===== src/rtl/fetch_pkg.sv =====
// Package: fetch_pkg
// Shared types and constants for the instruction-fetch stage.
//   pc_src_t      - PC_SOURCE encoding (sequential or redirect source)
//   NOP_INSTR     - instruction presented when the IF/ID boundary is empty
//   fetch_entry_t - one queued {ir, pc} pair at the default 32-bit datapath
package fetch_pkg;

    localparam int unsigned FETCH_XLEN = 32;

    typedef enum logic [1:0] {
        PC_SEQ    = 2'd0,
        PC_JALR   = 2'd1,
        PC_BRANCH = 2'd2,
        PC_JAL    = 2'd3
    } pc_src_t;

    localparam logic [31:0] NOP_INSTR = 32'h0000_0013;

    typedef struct packed {
        logic [31:0]           ir;
        logic [FETCH_XLEN-1:0] pc;
    } fetch_entry_t;

endpackage


===== src/rtl/fetch_fifo.sv =====
// Module: fetch_fifo
// Circular buffer of fetched entries with head/tail pointers.
//   CLOCK     - clock, all updates on posedge
//   flush     - synchronous clear; overrides push and pop
//   push      - write push_data at the tail
//   push_data - entry to write
//   pop       - retire the head entry
//   head_data - entry at the head (meaningful only when count != 0)
//   count     - occupancy, 0..DEPTH
module fetch_fifo
    import fetch_pkg::*;
#(
    parameter int unsigned DEPTH   = 4,
    parameter type         entry_t = fetch_entry_t,
    localparam int unsigned PTR_W  = $clog2(DEPTH),
    localparam int unsigned CNT_W  = PTR_W + 1
) (
    input  logic             CLOCK,
    input  logic             flush,
    input  logic             push,
    input  entry_t           push_data,
    input  logic             pop,
    output entry_t           head_data,
    output logic [CNT_W-1:0] count
);

    entry_t           mem_r [DEPTH];
    logic [PTR_W-1:0] head_r;
    logic [PTR_W-1:0] tail_r;
    logic [CNT_W-1:0] count_r;

    // pointers and occupancy; DEPTH is a power of two so pointers wrap naturally
    always_ff @(posedge CLOCK) begin
        if (flush) begin
            head_r  <= '0;
            tail_r  <= '0;
            count_r <= '0;
        end else begin
            if (push) begin
                tail_r <= tail_r + PTR_W'(1);
            end
            if (pop) begin
                head_r <= head_r + PTR_W'(1);
            end
            case ({push, pop})
                2'b10:   count_r <= count_r + CNT_W'(1);
                2'b01:   count_r <= count_r - CNT_W'(1);
                default: count_r <= count_r;
            endcase
        end
    end

    // entry storage; contents are never read while count is zero, so no reset
    always_ff @(posedge CLOCK) begin
        if (!flush && push) begin
            mem_r[tail_r] <= push_data;
        end
    end

    assign head_data = mem_r[head_r];
    assign count     = count_r;

    fetch_fifo_checker #(
        .DEPTH (DEPTH),
        .CNT_W (CNT_W)
    ) u_checker (
        .CLOCK (CLOCK),
        .flush (flush),
        .push  (push),
        .pop   (pop),
        .count (count_r)
    );

endmodule


===== src/rtl/fetch_fifo_checker.sv =====
// Module: fetch_fifo_checker
// Property checks for fetch_fifo. The fetch stage reserves a slot before
// issuing a read, so a push into a full queue or a pop from an empty one
// indicates a broken credit scheme.
//   CLOCK  - clock
//   flush  - synchronous clear (checks are suspended in that cycle)
//   push   - write strobe
//   pop    - read strobe
//   count  - current occupancy
module fetch_fifo_checker #(
    parameter int unsigned DEPTH = 4,
    parameter int unsigned CNT_W = 3
) (
    input logic             CLOCK,
    input logic             flush,
    input logic             push,
    input logic             pop,
    input logic [CNT_W-1:0] count
);

    // push must always land in a reserved free slot
    no_overflow_a: assert property (@(posedge CLOCK) disable iff (flush)
        push |-> (count < CNT_W'(DEPTH)));

    // decode only pops a valid head entry
    no_underflow_a: assert property (@(posedge CLOCK) disable iff (flush)
        pop |-> (count != CNT_W'(0)));

endmodule


===== src/rtl/fetch_queue_stage.sv =====
// Module: fetch_queue_stage
// Instruction-fetch stage: PC register, one-cycle-latency reads from memory
// port 1, and a DEPTH-entry queue feeding IF/ID with valid/ready.
//   CLOCK, RESET                   - clock; synchronous active-high reset
//   PC_SOURCE                      - 0 sequential, nonzero = redirect
//   MUX_JALR, MUX_BRANCH, MUX_JAL  - redirect targets
//   MEM_ADDR1, MEM_RDEN1           - read request (word address, strobe)
//   MEM_DOUT1                      - read data, the cycle after MEM_RDEN1
//   IF_ID_READY                    - decode accepts the head entry
//   IF_ID_VALID, IF_ID_IR, IF_ID_PC, IF_ID_PC_4 - head entry (NOP/0 when empty)
module fetch_queue_stage
    import fetch_pkg::*;
#(
    parameter int unsigned      XLEN     = 32,
    parameter int unsigned      DEPTH    = 4,
    parameter int unsigned      ADDR_W   = 14,
    parameter logic [XLEN-1:0]  RESET_PC = 32'h0000_0000
) (
    input  logic              CLOCK,
    input  logic              RESET,
    input  logic [1:0]        PC_SOURCE,
    input  logic [XLEN-1:0]   MUX_JALR,
    input  logic [XLEN-1:0]   MUX_BRANCH,
    input  logic [XLEN-1:0]   MUX_JAL,
    output logic [ADDR_W-1:0] MEM_ADDR1,
    output logic              MEM_RDEN1,
    input  logic [31:0]       MEM_DOUT1,
    input  logic              IF_ID_READY,
    output logic              IF_ID_VALID,
    output logic [31:0]       IF_ID_IR,
    output logic [XLEN-1:0]   IF_ID_PC,
    output logic [XLEN-1:0]   IF_ID_PC_4
);

    localparam int unsigned      CNT_W     = $clog2(DEPTH) + 1;
    localparam int unsigned      OCC_W     = CNT_W + 1;
    localparam logic [OCC_W-1:0] DEPTH_OCC = OCC_W'(DEPTH);
    localparam logic [XLEN-1:0]  PC_STEP   = XLEN'(4);

    // same layout as fetch_entry_t, but sized by this instance's XLEN
    typedef struct packed {
        logic [31:0]     ir;
        logic [XLEN-1:0] pc;
    } entry_t;

    logic [XLEN-1:0]  pc_r;
    logic             inflight_r;
    logic [XLEN-1:0]  inflight_pc_r;

    logic             redirect_s;
    logic [XLEN-1:0]  target_s;
    logic             valid_s;
    logic             pop_s;
    logic [OCC_W-1:0] occ_s;
    logic             issue_s;
    logic             push_s;
    logic             flush_s;
    entry_t           push_entry_s;
    entry_t           head_s;
    logic [CNT_W-1:0] count_s;

    // redirect target select
    always_comb begin
        target_s = pc_r;
        case (pc_src_t'(PC_SOURCE))
            PC_JALR:   target_s = MUX_JALR;
            PC_BRANCH: target_s = MUX_BRANCH;
            PC_JAL:    target_s = MUX_JAL;
            default:   target_s = pc_r;
        endcase
    end

    assign redirect_s = (PC_SOURCE != 2'd0);
    assign valid_s    = (count_s != CNT_W'(0));
    assign pop_s      = valid_s & IF_ID_READY;

    // Slots already claimed after this cycle: queued + in flight - leaving.
    // A read may only issue if it still has a free slot to land in, which
    // is what guarantees the queue cannot overflow.
    assign occ_s   = OCC_W'(count_s) + OCC_W'(inflight_r) - OCC_W'(pop_s);
    assign issue_s = !RESET && !redirect_s && (occ_s < DEPTH_OCC);

    // returning data is dropped whenever the queue is being flushed
    assign flush_s = RESET | redirect_s;
    assign push_s  = inflight_r & !flush_s;

    assign push_entry_s.ir = MEM_DOUT1;
    assign push_entry_s.pc = inflight_pc_r;

    // PC register and in-flight read tracking; reset behaves as a redirect
    always_ff @(posedge CLOCK) begin
        if (RESET) begin
            pc_r          <= RESET_PC;
            inflight_r    <= 1'b0;
            inflight_pc_r <= '0;
        end else if (redirect_s) begin
            pc_r       <= target_s;
            inflight_r <= 1'b0;
        end else if (issue_s) begin
            pc_r          <= pc_r + PC_STEP;
            inflight_r    <= 1'b1;
            inflight_pc_r <= pc_r;
        end else begin
            inflight_r <= 1'b0;
        end
    end

    fetch_fifo #(
        .DEPTH   (DEPTH),
        .entry_t (entry_t)
    ) u_fifo (
        .CLOCK     (CLOCK),
        .flush     (flush_s),
        .push      (push_s),
        .push_data (push_entry_s),
        .pop       (pop_s),
        .head_data (head_s),
        .count     (count_s)
    );

    assign MEM_RDEN1 = issue_s;
    assign MEM_ADDR1 = pc_r[ADDR_W+1:2];

    assign IF_ID_VALID = valid_s;
    assign IF_ID_IR    = valid_s ? head_s.ir : NOP_INSTR;
    assign IF_ID_PC    = valid_s ? head_s.pc : '0;
    assign IF_ID_PC_4  = valid_s ? (head_s.pc + PC_STEP) : '0;

endmodule

===== config.mk =====
export PLATFORM = sky130hd
export DESIGN_NAME = fetch_queue_stage
export DESIGN_NICKNAME = d
export VERILOG_FILES = /design/src/rtl/fetch_pkg.sv /design/src/rtl/fetch_fifo.sv /design/src/rtl/fetch_fifo_checker.sv /design/src/rtl/fetch_queue_stage.sv
export SDC_FILE = /design/constraint.sdc
export NUM_CORES = 1
export LEC_CHECK = 0
export CAP_MARGIN = 20
export CELL_PAD_IN_SITES_DETAIL_PLACEMENT = 0
export CELL_PAD_IN_SITES_GLOBAL_PLACEMENT = 2
export CORE_MARGIN = 5
export CORE_UTILIZATION = 40
export CTS_BUF_LIST = sky130_fd_sc_hd__clkbuf_16
export CTS_CLUSTER_SIZE = 25
export DETAILED_ROUTE_END_ITERATION = 10
export PLACE_DENSITY = 0.94
export SYNTH_ARGS = -nofsm -noshare
export SYNTH_HDL_FRONTEND = slang
export SYNTH_HIERARCHICAL = 1
export SYNTH_SLANG_ARGS = --single-unit

===== constraint.sdc =====
create_clock -name CLOCK -period 9.35 [get_ports CLOCK]
set_input_delay 0.935 -clock CLOCK [delete_from_list [all_inputs] [get_ports CLOCK]]
set_output_delay 0.935 -clock CLOCK [all_outputs]
set_load 0.03 [all_outputs]

==> run summary <==
setup slack, reg-to-reg = 5.44 ns
Final setup viols = 0
Inserted Clock Buffers = 36
R2R Path Start = u_fifo/count[2]
IO Port Bufs = 244
worst-case vdd ir drop = 92.6 uV
max_cap viols = 0
Yosys reg bits = 330
Worst Path Arrival = 5.08 ns
first-pass GRT wire length = 53500 um
LEAKAGE = 6.09 nW
area of the mapped netlist = 14700 sq um
drc violations = 0
CTS max path bufs = 3
cells along the critical path = clkdlybuf4s50_1 -> nor2b_1 -> ha_1 -> inv_1 -> ha_1 -> nand3b_1 -> a211oi_1 -> a21o_1 -> nand2_1 -> inv_2 -> clkdlybuf4s50_1
TritonRoute pass-1 iters = 6
fraction of layout cells with a size suffix above 1 = 0.123
Setup crit start kind = input pin
Slew Limit Fails = 0
Die Footprint = 40600 sq um
via count = 9125
max frequency = 0.166 GHz
post-route ant nets = 0
via/cell ratio = 5.22
Critical Path Start = IF_ID_READY
min Tclk post-route = 6.01 ns
Root Driver = clkbuf_16
power density over the cells = 169 nW/um^2
most frequent cells in the layout = 256 x edfxtp_1, 242 x clkdlybuf4s50_1, 102 x nand2_1
CTS tree = done
Site Rows = 70
crit path kind = in -> out
fin nets = 1401
Total Power = 3.12 mW
post-DR wirelength/cell = 19.4 um
sequential cell area = 9180 sq um
antenna violations before repair = 0
Slew HR = 0.310
setup TNS = 0 ns
critical path's slowest cell = clkdlybuf4s50_1
hold path start = pc_r[31]
clk_skew = 0.0184 ns
register area share after synthesis = 0.625
# diodes = 0
drt initial violations = 569
unrepaired setup endpoints after global routing = false
H-Tree Level Count = 2
placeable core area = 36400 sq um
final hold violation count = 0
CP Max Fanout = 37
Die Ht = 201 um
initial core utilization = 0.402
crit-path max cell delay = 0.81 ns
vias in the first global route = 9302
slew of the pin with the lowest slew margin = 1.03 ns
hold buffers post-CTS = 0
post-CTS sizing = 0
area of the multi-input gates = 4980 sq um
I/O pin cnt = 245
Reg clk slew, reported paths = 0.06 ns
Synth Flop Type = edfxtp_1
die boundary width = 201 um
Crit. End Element = primary output
GRT overflow = 0
Area Growth Syn to Fin = 25.8%
Distinct cells, synth = 66
largest net degree at the start of global routing = 91
hpwl dp = 22600 um
placer congestion estimate = 0.775
fillers = 3143
post-CTS setup buffer count = 0
Clock Latency Late Sink = 0.51 ns
clock sink count = 330
YS warnings = 6
Buf+Inv Stages, Crit Path = 4
Post-synth EDFFs = 256
final period utilization = 0.643
Net Count, Synth = 1184
fraction of registers with async set/reset = 0
Crit path max-delay family = buffers and inverters
Hold Path Class = reg -> reg
status = complete, no violations
final WL = 33900 um
Syn Area/Cell = 14.1 sq um
most common cell after layout, fill and taps aside = edfxtp_1
GRT Resource Usage Total = 0.165
Post-Synthesis Cells = 1039
Req. time, crit path = 8.42 ns
[cells in the mapped netlist, drive strengths merged (4+ instances only)]
cell type	instances	area share
edfxtp	256	0.52
a22oi	4	0.0020
o21ai	33	0.011
a211oi	15	0.0087
mux2	8	0.0061
nand2	102	0.026
a21oi	66	0.023
and3	10	0.0047
or2	6	0.0026
xor2	20	0.012
nor3	13	0.0048
mux2i	25	0.017
nand3	24	0.0082
o211ai	4	0.0020
dfxtp	74	0.10
o22ai	5	0.0026
or3	8	0.0034
nor2	52	0.013
clkbuf	29	0.0075
and2	11	0.0048
buf	43	0.024
xnor2	18	0.011
nor2b	62	0.026
ha	11	0.0094
nand4	15	0.0074
a22o	4	0.0024
and4	6	0.0036
mux4	69	0.11
inv	17	0.0044
nor4	4	0.0038
[routing by layer]
metal	up-vias	wire length [um]	track usage
li1	4346	-	-
met3	44	2250	0.0330
met4	0	462	0.0325
met2	321	16000	0.269
met1	4414	15200	0.232
met5	-	0	0
[registers in the layout, indices dropped and copies added (netlist names), named ones only]
signal and cells:
u_fifo/mem_r 256, pc_r 32, inflight_r 1, inflight_pc_r 32, u_fifo/count 3, u_fifo/head_r 2, u_fifo/tail_r 2
[stage by stage]
step / instances / hold WS, ns / area [sq um] / setup WS (ns) / util
after floorplan: 1039 / 0.429 / 14700 / 5.48 / -
after global placement: 1685 / 0.477 / 17300 / 2.68 / 0.474
after detailed placement: 1685 / 0.483 / 17300 / 2.55 / 0.474
after CTS: 1747 / 0.489 / 18400 / 2.54 / 0.506
after global routing: 1748 / 0.517 / 18500 / 3.01 / 0.506
final: 1748 / 0.493 / 18500 / 3.34 / 0.506
[worst paths after layout]
| path | to | cells past startpoint |
|---|---|---|
| max reg2reg | pc_r[25] | 13 |
| max | MEM_RDEN1 | 11 |
| min reg2reg | inflight_pc_r[31] | 2 |
| min | inflight_pc_r[31] | 2 |
[where the power goes]
part	internal, mW	leakage, nW	switching, mW
sequential	1.59	3.12	0.0236
clock	0.813	0.602	0.532
combinational	0.0908	2.37	0.0725
[tightest hold or removal path: cells and delay by family, from the launching register on]
kind             cells  cell delay, ns
AO/OA/AOI/OAI        1            0.05
flip-flops           1            0.33
AND/OR/NAND/NOR      1            0.07
[cell families (layout without fill, tap and decap cells)]
| kind of cell | count (synthesis) | in the layout | synth area share |
|---|---|---|---|
| compound gates | 147 | 147 | 0.0608 |
| mux | 102 | 102 | 0.130 |
| simple gates | 321 | 321 | 0.114 |
| buf+inv | 89 | 330 | 0.0359 |
| flops | 330 | 330 | 0.625 |
| fa+ha+maj | 12 | 12 | 0.0108 |
| xor+xnor | 38 | 38 | 0.0227 |
[layout make-up]
class,instances,area share
clock buffer,38,0.0515
clock inverter,24,0.0102
inverter,17,0.00346
multi-input combinational,620,0.270
sequential,330,0.497
tap,468,0.0317
timing repair buffer,251,0.136
(Power assumes the default switching activity.)
